<file path="src/rtl/fuzzy_pkg.sv">
// Shared fixed-point types and helpers for the fuzzy temperature-control pipeline.
package fuzzy_pkg;

  typedef logic signed [7:0] q7_t;

  localparam int Q7_MAX = 127;
  localparam int Q7_MIN = -128;

  // True when a 9-bit intermediate falls outside the Q7.0 range.
  function automatic logic is_sat_q7(input logic signed [8:0] v);
    return (v > 9'sd127) || (v < -9'sd128);
  endfunction

  // Clip a 9-bit signed intermediate to the Q7.0 range.
  function automatic q7_t sat_q7(input logic signed [8:0] v);
    q7_t r;
    if (v > 9'sd127)       r = 8'sh7f;
    else if (v < -9'sd128) r = 8'sh80;
    else                   r = v[7:0];
    return r;
  endfunction

endpackage

</file>
<file path="src/rtl/dt_estimator.sv">
// Temperature rate-of-change estimator: T[n] - T[n-DEPTH], scaled by 2^-SHIFT
// and saturated to Q7.0. Feeds the dT fuzzifier; dt_valid marks fresh output.
module dt_estimator
  import fuzzy_pkg::*;
#(
  parameter int DEPTH = 4,
  parameter int SHIFT = 0
) (
  input  logic clk,
  input  logic rst,
  input  logic clear,
  input  logic sample_valid,
  input  q7_t  temp_in,
  output q7_t  dt_out,
  output logic dt_valid,
  output logic dt_sat,
  output logic primed
);

  localparam int PW = $clog2(DEPTH);
  localparam int CW = $clog2(DEPTH + 1);

  q7_t           hist_q [DEPTH];
  logic [PW-1:0] wr_ptr_q, wr_ptr_d;
  logic [CW-1:0] cnt_q, cnt_d;
  q7_t           dt_out_q, dt_out_d;
  logic          dt_valid_q, dt_valid_d;
  logic          dt_sat_q, dt_sat_d;

  logic              accept;
  q7_t               temp_g;
  q7_t               oldest;
  logic signed [8:0] diff;
  logic signed [8:0] scaled;

  // A sample is taken only when no flush is pending; clear discards it.
  assign accept = sample_valid && !clear;
  // Gate the sample so an undriven bus between strobes cannot leak into state.
  assign temp_g = sample_valid ? temp_in : '0;
  assign primed = (cnt_q == CW'(DEPTH));

  // Difference against the oldest entry, floor-divide by 2^SHIFT, then clip.
  always_comb begin
    oldest = hist_q[wr_ptr_q];
    diff   = $signed({temp_g[7], temp_g}) - $signed({oldest[7], oldest});
    scaled = diff >>> SHIFT;
  end

  // Next-state for pointer, fill count and the registered outputs.
  always_comb begin
    wr_ptr_d   = wr_ptr_q;
    cnt_d      = cnt_q;
    dt_out_d   = dt_out_q;
    dt_valid_d = 1'b0;
    dt_sat_d   = 1'b0;
    if (clear) begin
      wr_ptr_d = '0;
      cnt_d    = '0;
    end else if (accept) begin
      // DEPTH is a power of two, so the pointer wraps by plain overflow.
      wr_ptr_d = wr_ptr_q + 1'b1;
      if (primed) begin
        dt_out_d   = sat_q7(scaled);
        dt_valid_d = 1'b1;
        dt_sat_d   = is_sat_q7(scaled);
      end else begin
        // The sample that completes the window only primes; no output yet.
        cnt_d = cnt_q + 1'b1;
      end
    end
  end

  // Counter, pointer and output registers.
  always_ff @(posedge clk or posedge rst) begin
    if (rst) begin
      wr_ptr_q   <= '0;
      cnt_q      <= '0;
      dt_out_q   <= '0;
      dt_valid_q <= 1'b0;
      dt_sat_q   <= 1'b0;
    end else begin
      wr_ptr_q   <= wr_ptr_d;
      cnt_q      <= cnt_d;
      dt_out_q   <= dt_out_d;
      dt_valid_q <= dt_valid_d;
      dt_sat_q   <= dt_sat_d;
    end
  end

  // History ring: the oldest slot is overwritten by each accepted sample.
  always_ff @(posedge clk or posedge rst) begin
    if (rst) begin
      for (int i = 0; i < DEPTH; i++) hist_q[i] <= '0;
    end else if (accept) begin
      hist_q[wr_ptr_q] <= temp_g;
    end
  end

  assign dt_out   = dt_out_q;
  assign dt_valid = dt_valid_q;
  assign dt_sat   = dt_sat_q;

endmodule

</file>
<file path="config.mk">
export PLATFORM = sky130hd
export DESIGN_NAME = dt_estimator
export DESIGN_NICKNAME = d
export VERILOG_FILES = /design/src/rtl/fuzzy_pkg.sv /design/src/rtl/dt_estimator.sv
export SDC_FILE = /design/constraint.sdc
export NUM_CORES = 1
export LEC_CHECK = 0
export CAP_MARGIN = 5
export CORE_MARGIN = 3
export CORE_UTILIZATION = 38
export DETAILED_ROUTE_END_ITERATION = 10
export SYNTH_ARGS = -nofsm -noshare
export SYNTH_HDL_FRONTEND = slang
export SYNTH_SLANG_ARGS = --single-unit
</file>
<file path="constraint.sdc">
create_clock -name clk -period 7.45 [get_ports clk]
set_input_delay 1.1175 -clock clk [delete_from_list [all_inputs] [get_ports clk]]
set_output_delay 1.1175 -clock clk [all_outputs]
set_load 0.1 [all_outputs]
</file>
# ---- Word-level counts from Yosys, hierarchy flattened
# Index checks and enable logic that the tools add are counted.
dict set report classes {
  add_sub_neg 3
  order_cmp 4
  n_eq_ne 2
  n_mux 20
  n_bitwise 2
  n_reduce_logical 7
}
# operator n
set ops {}
lappend ops {{$mux 8} 6}
lappend ops {{$bwmux 32} 1}
lappend ops {{$bmux 8 s2} 1}
lappend ops {{$demux 8 s2} 1}
lappend ops {{$gt 9x8->1 const B} 1}
lappend ops {{$lt 9x8->1 const B} 1}
lappend ops {{$mux 3} 3}
lappend ops {{$sub 8x8->9} 1}
lappend ops {{$mux 1} 6}
lappend ops {{$mux 2} 2}
lappend ops {{$add 3x1->3 const B} 1}
lappend ops {{$eq 3x3->1 const B} 1}
lappend ops {{$ge 3x3->1 const B} 1}
lappend ops {{$lt 3x1->1 const B} 1}
lappend ops {{$not 2->3} 1}
lappend ops {{$reduce_and 3->1} 1}
lappend ops {{$add 2x1->2 const B} 1}
lappend ops {{$logic_and 1x1->1} 2}
lappend ops {{$ne 2x2->1 const B} 1}
lappend ops {{$reduce_and 2->1} 1}
lappend ops {{$reduce_bool 2->1} 1}
lappend ops {{$logic_not 1->1} 1}
lappend ops {{$logic_or 1x1->1} 1}
lappend ops {{$not 1->1} 1}
dict set report word_totals {
  reg_bits 47
  in_bits 12
  output_inout_bits 11
}

# ---- Longest topological paths before layout
# Gate-level depths: netlist of the first run.
dict set report depth {
  word_depth 10
  depth_mapped 11
}

# ---- Worst setup path before layout of the first run
# Ideal clock, no wire load.
dict set report synth_path {
  path_type {in2reg}
  startpoint {input port sample_valid}
  endpoint {register dt_out_q[6] (netlist: dt_out[6])}
  t_arrival_ns 3.044
  required_ns 7.357
  setup_slack_ns 4.314
  cell_stages 11
  cell_sequence {clkbuf_1 > nand2_1 > ha_1 > inv_1 > fa_1 > nand3_1 > a21boi_2 > nor2_1 > a221o_1 > o31a_1 > o31ai_2}
}
dict set report synth_between {
  elab_chain_len 5
  word_cells_on_any_way 8
  cone_classes {add/sub (1); order compare (2); mux (3); reduce/logical (2)}
}
# element line
set synth_lines {}
lappend synth_lines {{start, declared} dt_estimator.sv:12} ;# input logic sample_valid,
lappend synth_lines {{$mux 8} dt_estimator.sv:39} ;# assign temp_g = sample_valid ? temp_in : '0;
lappend synth_lines {{$sub 8x8->9} dt_estimator.sv:45} ;# diff = $signed({temp_g[7], temp_g}) - $signed({oldest[7], oldest});
lappend synth_lines {{$lt 9x8->1} fuzzy_pkg.sv:18} ;# else if (v < -9'sd128) r = 8'sh80;
lappend synth_lines {{$mux 8} fuzzy_pkg.sv:18}
lappend synth_lines {{$mux 8} fuzzy_pkg.sv:17} ;# if (v > 9'sd127) r = 8'sh7f;
lappend synth_lines {{end signal, assigned} dt_estimator.sv:84} ;# dt_out_q <= dt_out_d;
lappend synth_lines {{end, declared} dt_estimator.sv:26} ;# q7_t dt_out_q, dt_out_d;
# Several ways; a longest one is shown, not always the timed one.
# A chain may end at the register's enable or synchronous reset.

# ---- Worst setup path in the final report of the first run
# Ends and elaborated chain as after synthesis.

==> impl_results.md, run 1 <==
- Setup Skew: 0.00624 ns
- R2r worst-path depth: 10
- Antenna Nets Post-Route: 0
- First-pass GRT wire length: 8350 µm
- Unrepaired setup endpoints after global routing: false
- Worst-path fanout max: 14
- Post-DP HPWL: 3410 µm
- Worst slew pin tran: 0.972 ns
- H-tree depth: 2
- Overall Global Routing Usage: 13.8%
- Port Buffers: 22
- Area share of the largest cell type after synthesis: 45.3%
- Worst path bufs/invs: 2
- Hold Vio Cnt, Final: 0
- FMAX: 282 MHz
- Post_cts resized: 0
- Worst Hold Depth: 2
- GPL Wtd Cong: 0.751
- Core footprint: 0.00649 mm²
- Synthesis-to-layout area growth: 14.9%
- Vias in the first global route: 1698
- Clock Latency Late Sink: 0.30 ns
- Share of cells above drive strength 1: 23.8%
- Top post-synthesis cells by area: dfrtp_1 (45%), mux2_2 (14%), ha_1 (7.2%)
- Via count: 1630
- Row count: 29
- P_sw: 327 µW
- Total grt overflow: 0
- Internal: 561 µW
- Switching Share: 36.8%
- Post-synth top area cell: dfrtp_1
- Final setup vio count: 0
- Tmin final: 3.55 ns
- Initial antenna violation count: 0
- Yosys synthesis warning count: 0
- Worst Hold End: dt_out[3]
- Min-delay src: dt_out[3]
- Seq cells post-synth: 47
- Worst slew margin: 35.0%
- Slowest stage delay, CP: 0.75 ns
- Setup Fix Bufs, Post-CTS: 0
- Hold_buf cts: 0
- Min-delay worst type: flip-flop to flip-flop
- Distinct cells, synth: 36
- Peak supply drop: 128 µV
- Sequential cell area fraction in the yosys report: 45.3%
- Area of the die: 0.00785 mm²
- Starting Density: 39.9%
- Largest delay contributor family on the critical path: compound AO/OA/AOI/OAI gates
- Seq pwr share: 39.2%
- R2R Setup Slk: 4.23 ns
- Die width: 88.6 µm
- Worst r2r src: wr_ptr_q[0]
- Syn Std Cell Area: 0.00259 mm²
- Dpl cells: 309
- Largest net degree at the start of global routing: 48
- Clk slew on worst S/H paths: 0.09 ns
- Total Wirelength: 4670 µm
- Pwr/cell area: 298 mW/mm²
- Maximum root-to-sink buffer count: 2
- Clk root buf: clkbuf_8
- Routed len/inst: 14.7 µm
- Worst setup SP type: input port
- Avg Vias per Cell: 5.14
- Iter 0 DRT Violations: 66
- DIE HEIGHT: 88.6 µm
- Post-Synthesis Net Count: 243
- CTS tree: yes
- Layout Nets: 267
- Final period utilization: 47.6%
- Commonest cells after routing, fill and taps aside: dfrtp_1 (47), mux2_2 (32), clkdlybuf4s50_1 (22)
- Critical Path RT: 7.67 ns
- Cell at the slowest stage of the critical path: clkdlybuf4s50_1
- CTS buffer count: 5
- Clk sinks: 47
- Reg2Reg Capture Point: dt_out[6]
- I/O pin cnt: 23
- Diode count: 0
- Crit Path Class: input port to flip-flop
- Combinational fraction of design power: 43.2%
- Post-Syn Instances: 215
- Avg Synthesized Cell Area: 12.1 µm²
- Max Transition Viols Final: 0
- Crit end category: flip-flop
- Clk pwr share: 17.6%
- Pleak: 1.31 nW
- CP Cell Sequence: clkdlybuf4s50_1, nand2_1, ha_1, inv_1, fa_1, nand3_1, a21boi_2, nor2_1, a221o_1, o31a_1, o31ai_2
- DRC violations left: 0
- Max-cap violations: 0
- Sum Neg Setup Slack: 0 ns
- Worst EP arrival: 3.76 ns
- Status: finished, final reports clean
- Most frequent standard cell in the layout excluding fill and tap cells: dfrtp_1
- Pre-antenna DRT Iters: 4
- Non-Filler Instances: 317
==> worst register-to-register path, delay by kind of cell (launching register included) <==
kind	cells	cell delay, ns
AOI/OAI and AO/OA	4	1.09
DFF	1	0.78
muxes	1	0.60
adders and majority gates	2	0.42
and+or+nand+nor	2	0.18
buffers and inverters	1	0.07
==> worst max-delay path by stage <==
stage                       from   endpoint  slack (ns)  depth (start not counted)
floorplan           sample_valid  dt_out[6]        4.31                         11
global placement    sample_valid  dt_out[6]        3.64                         11
global route        sample_valid     dt_sat        3.66                         11
CTS                 sample_valid  dt_out[6]        3.90                         11
finish              sample_valid  dt_out[6]        3.90                         11
detailed placement  sample_valid  dt_out[6]        3.58                         11
==> through the flow <==
step                      total power, mW  setup slack (ns)  util, %  instance area, µm²  hold slack [ns]
after global placement              0.734              3.64     44.5                2890            0.470
after CTS                           0.900              3.90     45.9                2980            0.494
after floorplan                     0.662              4.31        -                2590            0.474
final                               0.888              3.90     45.9                2980            0.483
after detailed placement            0.741              3.58     44.5                2890            0.474
after global routing                0.957              3.66     45.9                2980            0.523
==> registers in the layout, summed over array words and instances, names as in the netlist <==
register	flops
hist_q	32
dt_out	8
cnt_q	3
wr_ptr_q	2
dt_sat	1
dt_valid	1
==> power by group through the flow <==
stage               logic, mW  registers [mW]  clock network [mW]
floorplan               0.267           0.395                   0
global placement        0.382           0.352                   0
detailed placement      0.387           0.354                   0
CTS                     0.389           0.349               0.162
global route            0.425           0.357               0.174
finish                  0.383           0.348               0.156
==> synthesized netlist by cell type <==
cell type / count
a21boi_0: 1
a21boi_2: 1
a21oi_1: 6
a221o_1: 1
a221oi_1: 2
a41oi_4: 1
and2_1: 8
and4b_1: 1
buf_2: 1
clkbuf_1: 4
dfrtp_1: 47
fa_1: 1
ha_1: 15
inv_1: 16
inv_2: 1
maj3_2: 4
mux2_2: 32
mux2i_1: 3
mux4_2: 8
nand2_1: 17
nand2b_1: 1
nand3_1: 1
nor2_1: 7
nor2b_1: 3
nor3_1: 5
nor3b_1: 1
nor4_1: 1
nor4b_1: 1
o21a_1: 3
o21ai_0: 6
o21ai_1: 6
o31a_1: 2
o31ai_2: 1
or2_1: 1
xnor2_1: 5
xnor2_2: 1
==> final cells by class <==
cell class | count | area [µm²]
clock buffers | 6 | 72.6
clock inverters | 2 | 16.3
fillers | 605 | 3520
inverters | 17 | 63.8
multi-input cells | 146 | 1330
flip-flops and latches | 47 | 1180
well taps | 77 | 96.3
repair buffers | 22 | 220
==> kinds of logic (layout without fill, tap and decap cells) <==
group / count (synthesis) / after routing / share of synthesized area (%)
buf+inv: 22 / 47 / 3.23
flops: 47 / 47 / 45.3
mux: 43 / 43 / 22.0
fa+ha+maj: 20 / 20 / 9.74
xor+xnor: 6 / 6 / 2.32
simple gates: 47 / 47 / 9.02
compound gates: 30 / 30 / 8.35
==> routing by layer <==
layer	share of wire, %	vias to the layer above	track usage, %	routed length, µm
li1	-	805	-	-
met1	51	799	19.7	2390
met2	45	20	21.1	2090
met3	3.0	6	3.07	138
met4	1.2	0	4.53	55
met5	0	-	0	0
Note: power is estimated with default switching activity, not from simulation.
==> run 2, diff against run 1 <==
clock period = 3 ns   (was 7.45 ns; I/O delays follow)
==> impl_results.md, run 2 (synthesis results as in run 1) <==
- R2r worst-path depth: 11 (+1)
- Sum Neg Setup Slack: 0 ns (unchanged)
- Worst path bufs/invs: 2 (unchanged)
- Clock Latency Late Sink: 0.30 ns (about the same)
- Crit end category: flip-flop
- Internal: 1.44 mW (+160%)
- Worst setup SP type: flip-flop
- Seq pwr share: 37.8% (-1.4 points)
- Total Wirelength: 4800 µm (+2.7%)
- Hold_buf cts: 0 (unchanged)
- Switching Share: 36.6% (-0.26 points)
- Via count: 1689 (+3.6%)
- Final setup margin: 0.244 ns (-3.66 ns)
- I/O pin cnt: 23 (unchanged)
- Top reg by flops: hist_q
- Pre-CTS setup slack: 0.0946 ns (-3.49 ns)
- Critical Path RT: 3.23 ns (-4.44 ns)
- Diode count: 0 (unchanged)
- Final period utilization: 91.9%
- Crit. path cell count: 11 (unchanged)
- Slowest stage delay, CP: 0.52 ns (-0.23 ns)
- Post_cts resized: 0 (unchanged)
- Core footprint: 0.00649 mm² (unchanged)
- Crit Path Class: flip-flop to flip-flop
- Unrepaired setup endpoints after global routing: false
- Status: finished, final reports clean
- Area of the die: 0.00785 mm² (unchanged)
- FMAX: 363 MHz
- Commonest cells after routing, fill and taps aside: dfrtp_1 (46), mux2_2 (32), buf_4 (23)
- R2R Setup Slk: 0.24 ns (-3.99 ns)
- Worst slew margin: 60.4% (+25 points)
- Worst-path fanout max: 5 (-9)
- Iter 0 DRT Violations: 35 (-47%)
- Worst Setup SP: wr_ptr_q[0]
- Crit path to: dt_out[3]
- Port Buffers: 22 (unchanged)
- Maximum root-to-sink buffer count: 2 (unchanged)
- Clk root buf: clkbuf_8
- CP Cell Sequence: mux4_2, ha_1, inv_1, fa_1, nand3_1, a21boi_2, nor2_1, a221o_1, buf_4, maj3_2, o21ai_1
- P_sw: 831 µW (+150%)
- Setup Fix Bufs, Post-CTS: 0 (unchanged)
- First-pass GRT wire length: 8580 µm (+2.8%)
- Max Transition Viols Final: 0 (unchanged)
- Total grt overflow: 0 (unchanged)
- Post-route cell area: 0.00307 mm² (+3.0%)
- Synthesis-to-layout area growth: 18.3%
- Combinational fraction of design power: 44.8% (+1.6 points)
- # fillers: 591 (-2.3%)
- Final core occ: 47.3% (+1.4 points)
- Worst r2r src: wr_ptr_q[0]
- Antenna Nets Post-Route: 0 (unchanged)
- Most frequent standard cell in the layout excluding fill and tap cells: dfrtp_1
- Placed cell area: 0.00297 mm² (+2.9%)
- Total power: 2.27 mW (+160%)
- Max-cap violations: 0 (unchanged)
- Starting Density: 39.9% (unchanged)
- Row count: 29 (unchanged)
- H-tree depth: 2 (unchanged)
- Largest delay contributor family on the critical path: adder cells
- Vias in the first global route: 1792 (+5.5%)
- Max reg flops: 32 (unchanged)
- Layout Nets: 280 (+4.9%)
- Pre-antenna DRT Iters: 4 (unchanged)
- Tmin final: 2.76 ns
- Die width: 88.6 µm (unchanged)
- Routed len/inst: 14.5 µm (-1.3%)
- DRC violations left: 0 (unchanged)
- Hold Vio Cnt, Final: 0 (unchanged)
- Pleak: 1.40 nW (+6.8%)
- Clk pwr share: 17.4% (-0.2 points)
- Non-Filler Instances: 330 (+4.1%)
- Clk sinks: 47 (unchanged)
- Cell at the slowest stage of the critical path: mux4_2
- Peak supply drop: 316 µV (+150%)
- CTS buffer count: 5 (unchanged)
- Worst EP arrival: 2.99 ns (-0.77 ns)
- Largest net degree at the start of global routing: 48 (unchanged)
- Hold WS: 0.490 ns (+0.00674 ns)
- Clk slew on worst S/H paths: 0.09 ns (about the same)
- Initial antenna violation count: 0 (unchanged)
- Avg Vias per Cell: 5.12 (-0.46%)
- Pwr/cell area: 741 mW/mm² (+150%)
- CTS tree: yes
- GPL Wtd Cong: 0.736 (-2.0%)
- DIE HEIGHT: 88.6 µm (unchanged)
- Share of cells above drive strength 1: 32.8% (+9.1 points)
- Final setup vio count: 0 (unchanged)
- Setup Skew: 0.00680 ns (+0.000554 ns)
- Reg2Reg Capture Point: dt_out[3]
- Post-DP HPWL: 3520 µm (+3.1%)
- Worst slew pin tran: 0.594 ns (-0.378 ns)
- Min-delay worst type: flip-flop to flip-flop
- Overall Global Routing Usage: 14.3% (+0.47 points)
- Dpl cells: 322 (+4.2%)
## run 2: cell count changes in the layout (fill, tap and decap cells not counted), sizes merged
cell	delta
buf	+24
clkdlybuf4s50	-11
## run 2: power groups by stage
stage               logic [mW]  clock network (mW)  registers [mW]
floorplan                0.664                   0           0.981
global placement          1.01                   0           0.866
detailed placement        1.02                   0           0.870
CTS                       1.03               0.416           0.857
global route              1.12               0.440           0.881
finish                    1.02               0.397           0.858
## run 2: how the worst min path moves through the flow
stage | slack, ns | depth (start not counted) | to | start
2_1_floorplan | 0.47 | 1 | hist_q[10] | hist_q[10]
3_3_place_gp | 0.47 | 2 | dt_out[7] | dt_out[7]
3_5_place_dp | 0.48 | 2 | dt_out[3] | dt_out[3]
4_1_cts | 0.50 | 2 | dt_out[4] | dt_out[4]
5_1_grt | 0.53 | 1 | hist_q[6] | hist_q[6]
6_report | 0.49 | 2 | dt_out[7] | dt_out[7]
## run 2: area by class of cell
cell class | instances | area (µm²) | area share (%)
repair buffers | 35 | 303 | 9.87
well taps | 77 | 96.3 | 3.14
flip-flops and latches | 47 | 1180 | 38.4
clock buffers | 6 | 72.6 | 2.36
multi-input cells | 146 | 1340 | 43.7
clock inverters | 2 | 16.3 | 0.530
inverters | 17 | 63.8 | 2.08
## run 2: tightest hold or removal path, cell delays in order, from the launching register on
cell and delay [ns]:
dfrtp_1 0.35, nand2_1 0.04, o21ai_0 0.06
## run 2: layer usage
metal / track usage [%] / share of wire (%)
met5: 0 / 0
met4: 5.77 / 1.9
met3: 2.79 / 3.1
met2: 23.4 / 45
met1: 18.7 / 50
==> run 3, diff against run 2 <==
CTS_CLUSTER_SIZE = 25   (was default)
==> results of run 3 <==
The final DEF is identical to that of run 2; final timing and power are the same.
